### src/rtl/pc_fetch_sequencer_pkg.sv
// Shared definitions for the fetch sequencer and the PC register it drives.
package pc_fetch_sequencer_pkg;

    localparam int unsigned PC_ADDR_WIDTH = 24;
    localparam int unsigned PC_DATA_WIDTH = 32;

    typedef enum logic [1:0] {
        ST_IDLE = 2'd0,
        ST_REQ  = 2'd1,
        ST_HOLD = 2'd2,
        ST_ERR  = 2'd3
    } fetch_state_e;

    function automatic int unsigned wait_count_width(input int unsigned max_wait);
        return $clog2(max_wait + 1);
    endfunction

endpackage

### src/rtl/pc_fetch_sequencer_timer.sv
// Wait counter for an outstanding fetch; expired flags the cycle whose increment reaches MAX_WAIT.
module fetch_wait_timer
    import pc_fetch_sequencer_pkg::*;
#(
    parameter int unsigned MAX_WAIT = 15
) (
    input  logic clock,
    input  logic reset,
    input  logic clear,
    input  logic enable,
    output logic expired
);

    localparam int unsigned    CNT_W = wait_count_width(MAX_WAIT);
    localparam logic [CNT_W-1:0] LAST  = CNT_W'(MAX_WAIT - 1);
    localparam logic [CNT_W-1:0] ONE   = CNT_W'(1);

    logic [CNT_W-1:0] count_q;
    logic [CNT_W-1:0] count_d;

    assign expired = enable && (count_q == LAST);

    always_comb begin
        count_d = count_q;
        if (clear) begin
            count_d = '0;
        end else if (enable && !expired) begin
            count_d = count_q + ONE;
        end
    end

    always_ff @(posedge clock or posedge reset) begin
        if (reset) begin
            count_q <= '0;
        end else begin
            count_q <= count_d;
        end
    end

endmodule

### src/rtl/pc_fetch_sequencer.sv
// PC fetch sequencer: drives PC load/next-address, fetches over req/ack and hands words to decode.
module pc_fetch_sequencer
    import pc_fetch_sequencer_pkg::*;
#(
    parameter int unsigned ADDR_WIDTH = PC_ADDR_WIDTH,
    parameter int unsigned DATA_WIDTH = PC_DATA_WIDTH,
    parameter int unsigned INSTR_STEP = 1,
    parameter int unsigned MAX_WAIT   = 15
) (
    input  logic                  clock,
    input  logic                  reset,
    input  logic [ADDR_WIDTH-1:0] pc_in,
    output logic                  pc_load_en,
    output logic [ADDR_WIDTH-1:0] pc_next,
    output logic                  mem_req,
    output logic [ADDR_WIDTH-1:0] mem_addr,
    input  logic                  mem_ack,
    input  logic [DATA_WIDTH-1:0] mem_rdata,
    output logic                  instr_valid,
    output logic [DATA_WIDTH-1:0] instr_data,
    output logic [ADDR_WIDTH-1:0] instr_pc,
    input  logic                  instr_ready,
    input  logic                  branch_valid,
    input  logic [ADDR_WIDTH-1:0] branch_target,
    input  logic                  stall,
    output logic                  fetch_err
);

    localparam logic [ADDR_WIDTH-1:0] STEP = ADDR_WIDTH'(INSTR_STEP);

    fetch_state_e          state_q, state_d;
    logic                  mem_req_q, mem_req_d;
    logic [ADDR_WIDTH-1:0] mem_addr_q, mem_addr_d;
    logic                  instr_valid_q, instr_valid_d;
    logic [DATA_WIDTH-1:0] instr_data_q, instr_data_d;
    logic [ADDR_WIDTH-1:0] instr_pc_q, instr_pc_d;
    logic                  pc_load_en_q, pc_load_en_d;
    logic [ADDR_WIDTH-1:0] pc_next_q, pc_next_d;
    logic                  fetch_err_q, fetch_err_d;
    logic                  discard_q, discard_d;

    logic timer_clear;
    logic timer_enable;
    logic timer_expired;

    fetch_wait_timer #(.MAX_WAIT(MAX_WAIT)) u_wait_timer (
        .clock   (clock),
        .reset   (reset),
        .clear   (timer_clear),
        .enable  (timer_enable),
        .expired (timer_expired)
    );

    always_comb begin
        state_d       = state_q;
        mem_req_d     = mem_req_q;
        mem_addr_d    = mem_addr_q;
        instr_valid_d = instr_valid_q;
        instr_data_d  = instr_data_q;
        instr_pc_d    = instr_pc_q;
        pc_load_en_d  = 1'b0;
        pc_next_d     = pc_next_q;
        fetch_err_d   = fetch_err_q;
        discard_d     = discard_q;
        timer_clear   = 1'b0;
        timer_enable  = 1'b0;

        // Redirect load applies in every live state; the sequential load below never overrides it.
        if (branch_valid && state_q != ST_ERR) begin
            pc_load_en_d = 1'b1;
            pc_next_d    = branch_target;
        end

        unique case (state_q)
            ST_IDLE: begin
                if (!branch_valid && !stall) begin
                    state_d     = ST_REQ;
                    mem_req_d   = 1'b1;
                    mem_addr_d  = pc_in;
                    timer_clear = 1'b1;
                end
            end
            ST_REQ: begin
                timer_enable = !mem_ack;
                if (mem_ack) begin
                    mem_req_d = 1'b0;
                    if (discard_q || branch_valid) begin
                        discard_d = 1'b0;
                        state_d   = ST_IDLE;
                    end else begin
                        instr_data_d  = mem_rdata;
                        instr_pc_d    = mem_addr_q;
                        instr_valid_d = 1'b1;
                        pc_load_en_d  = 1'b1;
                        pc_next_d     = mem_addr_q + STEP;
                        state_d       = ST_HOLD;
                    end
                end else if (timer_expired) begin
                    fetch_err_d = 1'b1;
                    mem_req_d   = 1'b0;
                    discard_d   = 1'b0;
                    state_d     = ST_ERR;
                end else if (branch_valid) begin
                    discard_d = 1'b1;
                end
            end
            ST_HOLD: begin
                if (branch_valid || instr_ready) begin
                    instr_valid_d = 1'b0;
                    state_d       = ST_IDLE;
                end
            end
            ST_ERR: begin
                state_d = ST_ERR;
            end
            default: begin
                state_d = ST_IDLE;
            end
        endcase
    end

    always_ff @(posedge clock or posedge reset) begin
        if (reset) begin
            state_q       <= ST_IDLE;
            mem_req_q     <= 1'b0;
            mem_addr_q    <= '0;
            instr_valid_q <= 1'b0;
            instr_data_q  <= '0;
            instr_pc_q    <= '0;
            pc_load_en_q  <= 1'b0;
            pc_next_q     <= '0;
            fetch_err_q   <= 1'b0;
            discard_q     <= 1'b0;
        end else begin
            state_q       <= state_d;
            mem_req_q     <= mem_req_d;
            mem_addr_q    <= mem_addr_d;
            instr_valid_q <= instr_valid_d;
            instr_data_q  <= instr_data_d;
            instr_pc_q    <= instr_pc_d;
            pc_load_en_q  <= pc_load_en_d;
            pc_next_q     <= pc_next_d;
            fetch_err_q   <= fetch_err_d;
            discard_q     <= discard_d;
        end
    end

    assign pc_load_en  = pc_load_en_q;
    assign pc_next     = pc_next_q;
    assign mem_req     = mem_req_q;
    assign mem_addr    = mem_addr_q;
    assign instr_valid = instr_valid_q;
    assign instr_data  = instr_data_q;
    assign instr_pc    = instr_pc_q;
    assign fetch_err   = fetch_err_q;

endmodule

### config.mk
export PLATFORM = sky130hd
export DESIGN_NAME = pc_fetch_sequencer
export DESIGN_NICKNAME = d
export VERILOG_FILES = /design/src/rtl/pc_fetch_sequencer_pkg.sv /design/src/rtl/pc_fetch_sequencer_timer.sv /design/src/rtl/pc_fetch_sequencer.sv
export SDC_FILE = /design/constraint.sdc
export NUM_CORES = 1
export LEC_CHECK = 0
export ABC_AREA = 0
export BUFFER_PORTS_ARGS = -buffer_cell sky130_fd_sc_hd__buf_2
export CAP_MARGIN = 20
export CORE_ASPECT_RATIO = 0.5
export CORE_MARGIN = 3
export CORE_UTILIZATION = 49
export DETAILED_ROUTE_END_ITERATION = 10
export PLACE_DENSITY = 0.78
export SLEW_MARGIN = 20
export SYNTH_ARGS = -nofsm -noshare
export SYNTH_HDL_FRONTEND = slang
export SYNTH_HIERARCHICAL = 1
export SYNTH_SLANG_ARGS = --single-unit
### constraint.sdc
create_clock -name clock -period 4.8 [get_ports clock]
set_input_delay 1.44 -clock clock [delete_from_list [all_inputs] [get_ports clock]]
set_output_delay 1.44 -clock clock [all_outputs]
set_load 0.1 [all_outputs]
==> summary.md <==
| Metric | Value |
|---|---|
| Maximum number of pins on one net before global-route repair | `approximately 100` |
| Number of distinct standard cells referenced by the synthesized netlist | `42` |
| Count of antenna-violating nets left after detailed routing | `0` |
| Vias per cell | `approximately 5.2` |
| Most repeated cell in the gate-level netlist after synthesis | `sky130_fd_sc_hd__nand2_1` |
| Total of flip-flops plus latches after synthesis | `approximately 120` |
| Leading cell types by count after synthesis | `179 x sky130_fd_sc_hd__nand2_1, 115 x sky130_fd_sc_hd__dfrtp_1, 24 x sky130_fd_sc_hd__mux2_2` |
| Nets | `around 800` |
| Worst min-delay path class | `flip-flop to flip-flop` |
| Detailed placement HPWL | `between 9000 and 10000 um` |
| Share of the synthesized area in the top cell type | `0.554` |
| Result of the run | `finished clean` |
| Clk pin slew, worst setup/hold paths | `approximately 0.050 ns` |
| Number of filler instances in the final layout | `792` |
| EDFF count, synth | `0` |
| Initial antenna violation count | `0` |
| Worst-margin pin slew | `1.01 ns` |
| Minimum period implied by the final worst setup slack | `3.02 ns` |
| Tot GR Track Use | `0.228` |
| Cell accounting for the most synthesized area | `sky130_fd_sc_hd__dfrtp_1` |
| Post-cts hold buffer count | `0` |
| Synth-to-Final Area Change | `32.3%` |
| Vias in the first global route | `approximately 4300` |
| Cell types occupying the most area after synthesis | `sky130_fd_sc_hd__dfrtp_1 55%, sky130_fd_sc_hd__nand2_1 13%, sky130_fd_sc_hd__mux2_2 5.2%, sky130_fd_sc_hd__a211oi_1 3.0%, sky130_fd_sc_hd__nor2b_1 2.5%` |
| Worst hold margin | `around 0.45 ns` |
| Top fanout value on the critical path | `102` |
| Iteration-0 DRC Markers | `232` |
| Routed wire length | `~14000 um` |
| Number of ports placed on the die boundary | `between 150 and 200` |
| Global-route wire length before repair | `roughly 21000 um` |
| Avg WL per Cell | `approximately 16 um` |
| Avg Synthesized Cell Area | `9.88 um^2` |
| Total area of sequential cells | `about 0.0029 mm^2` |
| Number of buffers inserted during clock tree synthesis | `17` |
| Max-slew headroom at the worst pin | `0.324` |
| Clock sinks | `115` |
| Type of the setup path with the least slack | `primary input to flip-flop` |
| Req. time, crit path | `just over 5 ns` |
| Number of diodes added for antenna fixing | `0` |
| Clock tree skew after final layout | `between 0.008 and 0.009 ns` |
| Most used DFF post-synth | `sky130_fd_sc_hd__dfrtp_1` |
| Cell at the root of the clock tree | `sky130_fd_sc_hd__clkbuf_16` |
| Number of buffers inserted by post-CTS setup repair | `0` |
| # DRC | `0` |
| Max-Cap Viols | `0` |
| Initial core utilization | `0.526` |
| Row Count | `25` |
| Syn Inst Count | `526` |
| Critical Path Sink Type | `flip-flop` |
| Depth of the CTS H-tree | `4` |
| CTS Buffer Depth | `2` |
| Final hold violation count | `0` |
| Final setup viols | `0` |
| Unrepaired setup endpoints after global routing | `no` |
| Post-cts sizing count | `0` |
| Final sum of negative setup slack | `0 ns` |
| Share of the yosys chip area belonging to registers | `0.554` |
| Final worst-path cycle share | `0.628` |
| Final slew viol count | `0` |
| GRT Residual Overflow | `0` |
| Critical path startpoint category | `primary input` |
| Net count after synthesis | `slightly above 600` |
| Asr flop ratio synth | `1.00` |
| Die Outline Area | `0.0120 mm^2` |
| Share of post-route cells with drive strength above 1 | `0.365` |
| Die Span X | `approximately 150 um` |
| Footprint of the multi-input gates | `~0.0022 mm^2` |
| Fmax | `roughly 330 MHz` |
| Standard cell core area | `between 0.009 and 0.01 mm^2` |
| Post-Syn Area | `roughly 0.0052 mm^2` |
| Critical path arrival | `3.29 ns` |
| Count of buffers inserted at the top-level ports | `roughly 190` |
| Drt first pass iters | `5` |
| Routability cong. | `0.820` |
| Skew-Pair Late Insertion Delay | `about 0.4 ns` |
| CTS tree | `yes` |
| DIE HEIGHT | `~80 um` |
| Number of synthesis warnings | `6` |
| Routed via count | `4499` |
cells by family (layout without fill, tap and decap cells):
group,after synthesis,after routing,synth area share
AO/OA/AOI/OAI,69,69,0.0862
XOR/XNOR,12,12,0.0202
adder cells (fa/ha/maj),3,3,0.00722
buffers and inverters,34,235,0.0332
flip-flops,115,115,0.554
multiplexers,28,28,0.0597
AND/OR/NAND/NOR,265,265,0.240
final timing paths:
path,from,endpoint,slack [ns],depth (start not counted)
min,fetch_err,fetch_err,0.45,1
min in group asynchronous,reset,u_wait_timer/count_q[0],0.94,2
max reg2reg,state_q[0],pc_next[14],2.48,4
max,branch_valid,pc_next[14],1.78,5
min reg2reg,fetch_err,fetch_err,0.45,1
max in group asynchronous,reset,instr_data[15],2.68,3
cell type report:
class / count / area share
inverters: 6 / 0.00364
repair buffers: 197 / 0.145
flip-flops and latches: 115 / 0.419
well taps: 135 / 0.0246
multi-input cells: 377 / 0.314
clock inverters: 13 / 0.0300
clock buffers: 19 / 0.0644
layer usage:
layer	vias up	GRT usage	wire (um)
li1	2155	-	-
met1	2164	0.292	5780
met2	160	0.386	6610
met3	20	0.0553	1010
met4	0	0.0744	177
met5	-	0	0
layout by cell type, fill, tap and decap left out, drive strengths merged:
master    netlist  routed
or4             1       1
clkbuf          6      19
a31oi           8       8
bufinv          0       5
mux2           24      24
nand2         179     179
inv             6       7
nand4          11      11
clkinv          0       5
a211oi         22      22
mux2i           4       4
o21bai          2       2
nand3          13      13
or2             1       1
o32ai           1       1
clkinvlp        0       2
nor3            3       3
o211a           1       1
a21o            2       2
nor3b           1       1
ha              3       3
and2            5       5
or3             8       8
a21boi          1       1
o21ai          17      17
a21oi          15      15
nor4            1       1
xnor2           4       4
nand2b          3       3
and4            6       6
buf            22     197
xor2            8       8
dfrtp         115     115
nor2b          21      21
nor2            8       8
and3            4       4
metrics by stage:
| stage | std cells | area, um^2 | utilization | setup slack (ns) |
|---|---|---|---|---|
| final | 862 | 6870 | 0.695 | 1.78 |
| after global placement | 830 | 6220 | 0.629 | 1.49 |
| after detailed placement | 830 | 6220 | 0.629 | 1.43 |
| after CTS | 862 | 6870 | 0.695 | 1.86 |
| after floorplan | 526 | 5200 | - | 0.429 |
| after global routing | 862 | 6870 | 0.695 | 1.62 |
flip-flops by register name (all words and copies together) (netlist names), 2 cells and up:
signal	flops
state_q	2
mem_addr	24
instr_data	32
u_wait_timer/count_q	4
instr_pc	24
pc_next	24
worst max-delay path, stage by stage:
cell                      delay (ns)
sky130_fd_sc_hd__buf_2          0.14
sky130_fd_sc_hd__nor3b_2        0.42
sky130_fd_sc_hd__and2_4         0.90
sky130_fd_sc_hd__and4_1         0.31
sky130_fd_sc_hd__nor3_1         0.05
Power is left out: the tool's default activity adds up to more than one toggle a clock period on the data nets, which glitch-free logic cannot reach.
